[src/rtl/prio_enc_rr.sv]
// rtl/prio_enc_rr.sv - registered priority encoder with fixed-priority and round-robin modes
// One-deep output register with valid/ready handshake; ptr marks where the next round-robin search starts.
module prio_enc_rr #(
   parameter int WIDTH = 8,
   parameter int IDXW  = $clog2(WIDTH)
) (
   input  logic             clk,
   input  logic             rst,
   input  logic             in_valid,
   output logic             in_ready,
   input  logic [WIDTH-1:0] req,
   input  logic             mode_rr,
   output logic             out_valid,
   input  logic             out_ready,
   output logic [IDXW-1:0]  out_idx,
   output logic [WIDTH-1:0] out_onehot,
   output logic             out_none
);

   localparam logic [IDXW-1:0] PTR_TOP = IDXW'(WIDTH - 1);

   logic [IDXW-1:0] ptr;
   logic [IDXW-1:0] fix_idx;
   logic [IDXW-1:0] rr_idx;
   logic [IDXW-1:0] win_idx;
   logic            any_req;
   logic            accept;

   assign in_ready = !out_valid || out_ready;
   assign accept   = in_valid && in_ready;
   assign any_req  = |req;
   assign win_idx  = mode_rr ? rr_idx : fix_idx;

   // Ascending scan: the last set bit seen is the highest one.
   always_comb begin
      logic [IDXW-1:0] cand;
      fix_idx = '0;
      cand    = '0;
      for (int i = 0; i < WIDTH; i++) begin
         cand = IDXW'(i);
         if (req[cand]) fix_idx = cand;
      end
   end

   // Descending scan starting at ptr, wrapping from 0 back to WIDTH-1.
   always_comb begin
      int              j;
      logic            found;
      logic [IDXW-1:0] cand;
      rr_idx = '0;
      found  = 1'b0;
      j      = 0;
      cand   = '0;
      for (int i = 0; i < WIDTH; i++) begin
         j = int'(ptr) - i;
         if (j < 0) j = j + WIDTH;
         cand = IDXW'(j);
         if (!found && req[cand]) begin
            rr_idx = cand;
            found  = 1'b1;
         end
      end
   end

   always_ff @(posedge clk or posedge rst) begin
      if (rst) begin
         out_valid  <= 1'b0;
         out_idx    <= '0;
         out_onehot <= '0;
         out_none   <= 1'b0;
         ptr        <= PTR_TOP;
      end else begin
         if (accept) begin
            out_valid  <= 1'b1;
            out_none   <= !any_req;
            out_idx    <= any_req ? win_idx : '0;
            out_onehot <= any_req ? (WIDTH'(1) << win_idx) : '0;
            if (mode_rr && any_req)
               ptr <= (win_idx == '0) ? PTR_TOP : win_idx - IDXW'(1);
         end else if (out_ready) begin
            out_valid <= 1'b0;
         end
      end
   end

endmodule

[config.mk]
export PLATFORM = sky130hd
export DESIGN_NAME = prio_enc_rr
export DESIGN_NICKNAME = d
export VERILOG_FILES = /design/src/rtl/prio_enc_rr.sv
export SDC_FILE = /design/constraint.sdc
export NUM_CORES = 1
export LEC_CHECK = 0
export CORE_AREA = 10 10 74 76
export DETAILED_ROUTE_END_ITERATION = 8
export DIE_AREA = 0 0 84 86
export GPL_ROUTABILITY_DRIVEN = 0
export PLACE_DENSITY = 0.72
export SYNTH_ARGS = -nofsm -noshare
export SYNTH_HDL_FRONTEND = slang
export SYNTH_SLANG_ARGS = --single-unit
export TNS_END_PERCENT = 5
[constraint.sdc]
create_clock -name clk -period 5.1 [get_ports clk]
set_input_delay 1.275 -clock clk [delete_from_list [all_inputs] [get_ports clk]]
set_output_delay 1.275 -clock clk [all_outputs]
set_load 0.02 [all_outputs]
==> qor.yml, run 1 <==
worst_slew_pin_slew_ns: 0.760
synth-seq-cells: 16
routedWlPerCell_microns: 19.6
dpl_cell_area_sq_um: 2190
htreeDepth: 1
muxShareOfSynthArea: 0.304
initialDrtViolationCount: 122
p_switching_mw: 0.772
fin_area_sq_um: 2250
n_fill_cell: 362
p_sw_frac: 0.482
power_frac_comb: 0.784
synthXorXnorAreaFrac: 0.00891
synth-edff-count: 0
num_rows: 23
clockRootBuffer: "clkbuf_8"
cp.arrival_ns: 4.70
grt_pass1_wl_mm: 8.29
min_path_type: "flop to flop"
outcome: "completed"
cellPowerDensity_nw_per_um2: 714
cap_violations: 0
cts_made_buffers: 3
routed_wl_mm: 4.95
drc: 0
grt_pass1_vias: 1694
tritoncts: "built"
antenna_found_initial: 0
synth-async-reset-ratio: 1.00
finalHoldViolCount: 0
syn-num-nets: 205
cts_resized: 0
setup_ws_ns: 0.580
syn2layout_area_growth_pct: 14.2
netlist_area_sq_um: 1970
crit_type: "primary input to flop"
end_kind: "flop"
ant_nets: 0
critPathLaunchType: "primary input"
worstPathRequired_ns: 5.28
synthAdderAreaFrac: 0.0445
synthCells: 185
p_int_mw: 0.831
ys.flop_type: "dfrtp_1"
yosysWarnings: 0
route.vias.total: 1606
peakVddDrop_mv: 0.317
worstHoldStart: "out_onehot[2]"
synth_simple_gate_area_frac: 0.153
period_minus_slack_ns: 4.52
dp_hpwl_mm: 3.75
io_pins: 27
ys_seq_area_frac: 0.205
drt-pass1-iter-count: 4
fmax_mhz: 221
grt_overflow: 0
dp_worst_setup_slack_ns: 0.420
insertion_delay_ns: 0.25
fin_nets: 223
die_area_sq_um: 7220
fp.dieW_microns: 84
finalMaxSlewViolations: 0
synth-compound-area-share: 0.204
critical_path.startpoint: "req[7]"
antenna_cells: 0
track_usage: 0.134
p_clk_frac: 0.070
path_clk_slew_ns: 0.06
crit_fanout: 14
grt_max_degree: 22
coreArea_sq_um: 3970
fp.dieH_microns: 86
static-leakage-power_nw: 0.902
max_slew_margin: 0.491
synth_top_family_by_area: "multiplexers"
pwr-share-seq: 0.146
rsz0062_at_grt: "false"
fin_skew_ns: 0.00266
setup-tns-final_ns: 0
avgSynthCellArea_sq_um: 10.6
vias_per_cell: 6.37
drive_gt1_frac: 0.238
ys_types: 61
numPortBuffers: 26
clock_sinks: 16
cts_hold_buf: 0
setup_violations: 0
initial_utilization: 0.495
cts_buffer_depth: 2
r2r_start: "ptr[0]"
cts_setup_buffers: 0
min_period_over_period: 0.886
## layer usage
layer  share of wire  up-vias  global-route usage
li1                -      754                   -
met1            0.41      785               0.151
met2            0.51       54               0.238
met3           0.064       13              0.0341
met4           0.021        0              0.0533
met5               0        -                   0
## cell usage after synthesis, drive strengths merged, types with 2 or more instances
| cell type | instances | share of area |
|---|---|---|
| a31oi | 4 | 0.013 |
| nor2 | 11 | 0.022 |
| a211oi | 4 | 0.018 |
| and2 | 4 | 0.013 |
| nor4 | 2 | 0.014 |
| mux2 | 6 | 0.036 |
| o21ai | 4 | 0.012 |
| a32o | 5 | 0.025 |
| o2bb2ai | 2 | 0.0089 |
| buf | 13 | 0.049 |
| nor3 | 4 | 0.013 |
| o31ai | 3 | 0.014 |
| mux4 | 17 | 0.20 |
| dfstp | 3 | 0.040 |
| nand2 | 16 | 0.033 |
| inv | 9 | 0.017 |
| mux2i | 12 | 0.069 |
| ha | 7 | 0.045 |
| a22o | 6 | 0.027 |
| dfrtp | 13 | 0.17 |
| nand2b | 9 | 0.032 |
| a21o | 2 | 0.0076 |
| a21oi | 9 | 0.025 |
| clkbuf | 2 | 0.0089 |
## critical path, stage by stage
cell and delay [ns]:
clkdlybuf4s50_1 0.64, mux4_2 0.61, mux2i_1 0.38, o21ai_0 0.20, nor4b_2 0.20, o31ai_2 0.39
a21oi_2 0.16, inv_1 0.13, ha_1 0.20, nor2_1 0.07, mux2_1 0.30, o21ai_1 0.14
## registers in the layout, summed over array words and instances (netlist names)
register    cells
out_onehot      8
out_valid       1
out_none        1
out_idx         3
ptr             3
## worst paths after layout
kind / endpoint / slack, ns / depth (start not counted)
max in group asynchronous: out_onehot[1] / 3.29 / 2
min reg2reg: out_onehot[2] / 0.49 / 1
max reg2reg: ptr[2] / 0.93 / 13
min in group asynchronous: out_onehot[4] / 1.41 / 2
min: out_onehot[2] / 0.49 / 1
max: ptr[2] / 0.58 / 12
## layout make-up
type / count / area (sq um) / area share
Tap cell: 50 / 62.6 / 0.0279
Inverter: 10 / 42.5 / 0.0189
Sequential cell: 16 / 404 / 0.180
Clock buffer: 4 / 55.1 / 0.0245
Timing Repair Buffer: 28 / 275 / 0.123
Multi-Input combinational cell: 144 / 1410 / 0.626
## layout by cell type (no fill, tap or decap), types with 2 or more instances in the layout
cell	count
a211oi_1	3
a21o_1	2
a21oi_1	8
a22o_1	6
a31oi_1	4
a32o_1	5
and2_1	4
buf_4	2
clkbuf_8	4
clkdlybuf4s50_1	26
dfrtp_1	13
dfstp_2	3
ha_1	7
inv_1	9
mux2_2	4
mux2i_1	10
mux4_1	2
mux4_2	15
nand2_1	14
nand2_2	2
nand2b_1	8
nor2_1	10
nor3_1	3
o21ai_0	2
o2bb2ai_1	2
o31ai_1	2
## stage by stage
| stage | utilization | total power, mW | hold slack, ns | instances |
|---|---|---|---|---|
| 6_report | 0.566 | 1.60 | 0.491 | 252 |
| 5_1_grt | 0.566 | 1.72 | 0.504 | 252 |
| 4_1_cts | 0.566 | 1.60 | 0.496 | 252 |
| 3_5_place_dp | 0.552 | 1.48 | 0.481 | 248 |
| 3_3_place_gp | 0.552 | 1.44 | 0.479 | 248 |
| 2_1_floorplan | - | 1.24 | 0.594 | 185 |
## power groups by stage
stage          logic, mW  registers (mW)  clock network, mW
2_1_floorplan      0.987           0.255                  0
3_3_place_gp        1.20           0.234                  0
3_5_place_dp        1.24           0.236                  0
4_1_cts             1.25           0.234              0.114
5_1_grt             1.35           0.242              0.122
6_report            1.26           0.234              0.113
## cell families (layout without fill, tap and decap cells)
kind of cell    after synthesis  in the layout
compound gates               48             48
xor+xnor                      2              2
fa+ha+maj                     7              7
buf+inv                      25             42
flops                        16             16
mux                          35             35
simple gates                 52             52
Note: power is estimated with default switching activity, not from simulation.
==> run 2: changes to the inputs <==
SETUP_SLACK_MARGIN = 0.15   (was not set)
SKIP_CTS_REPAIR_TIMING = 1   (was not set)
==> results of run 2 <==
Final layout, timing and power as in run 1 (identical DEF).
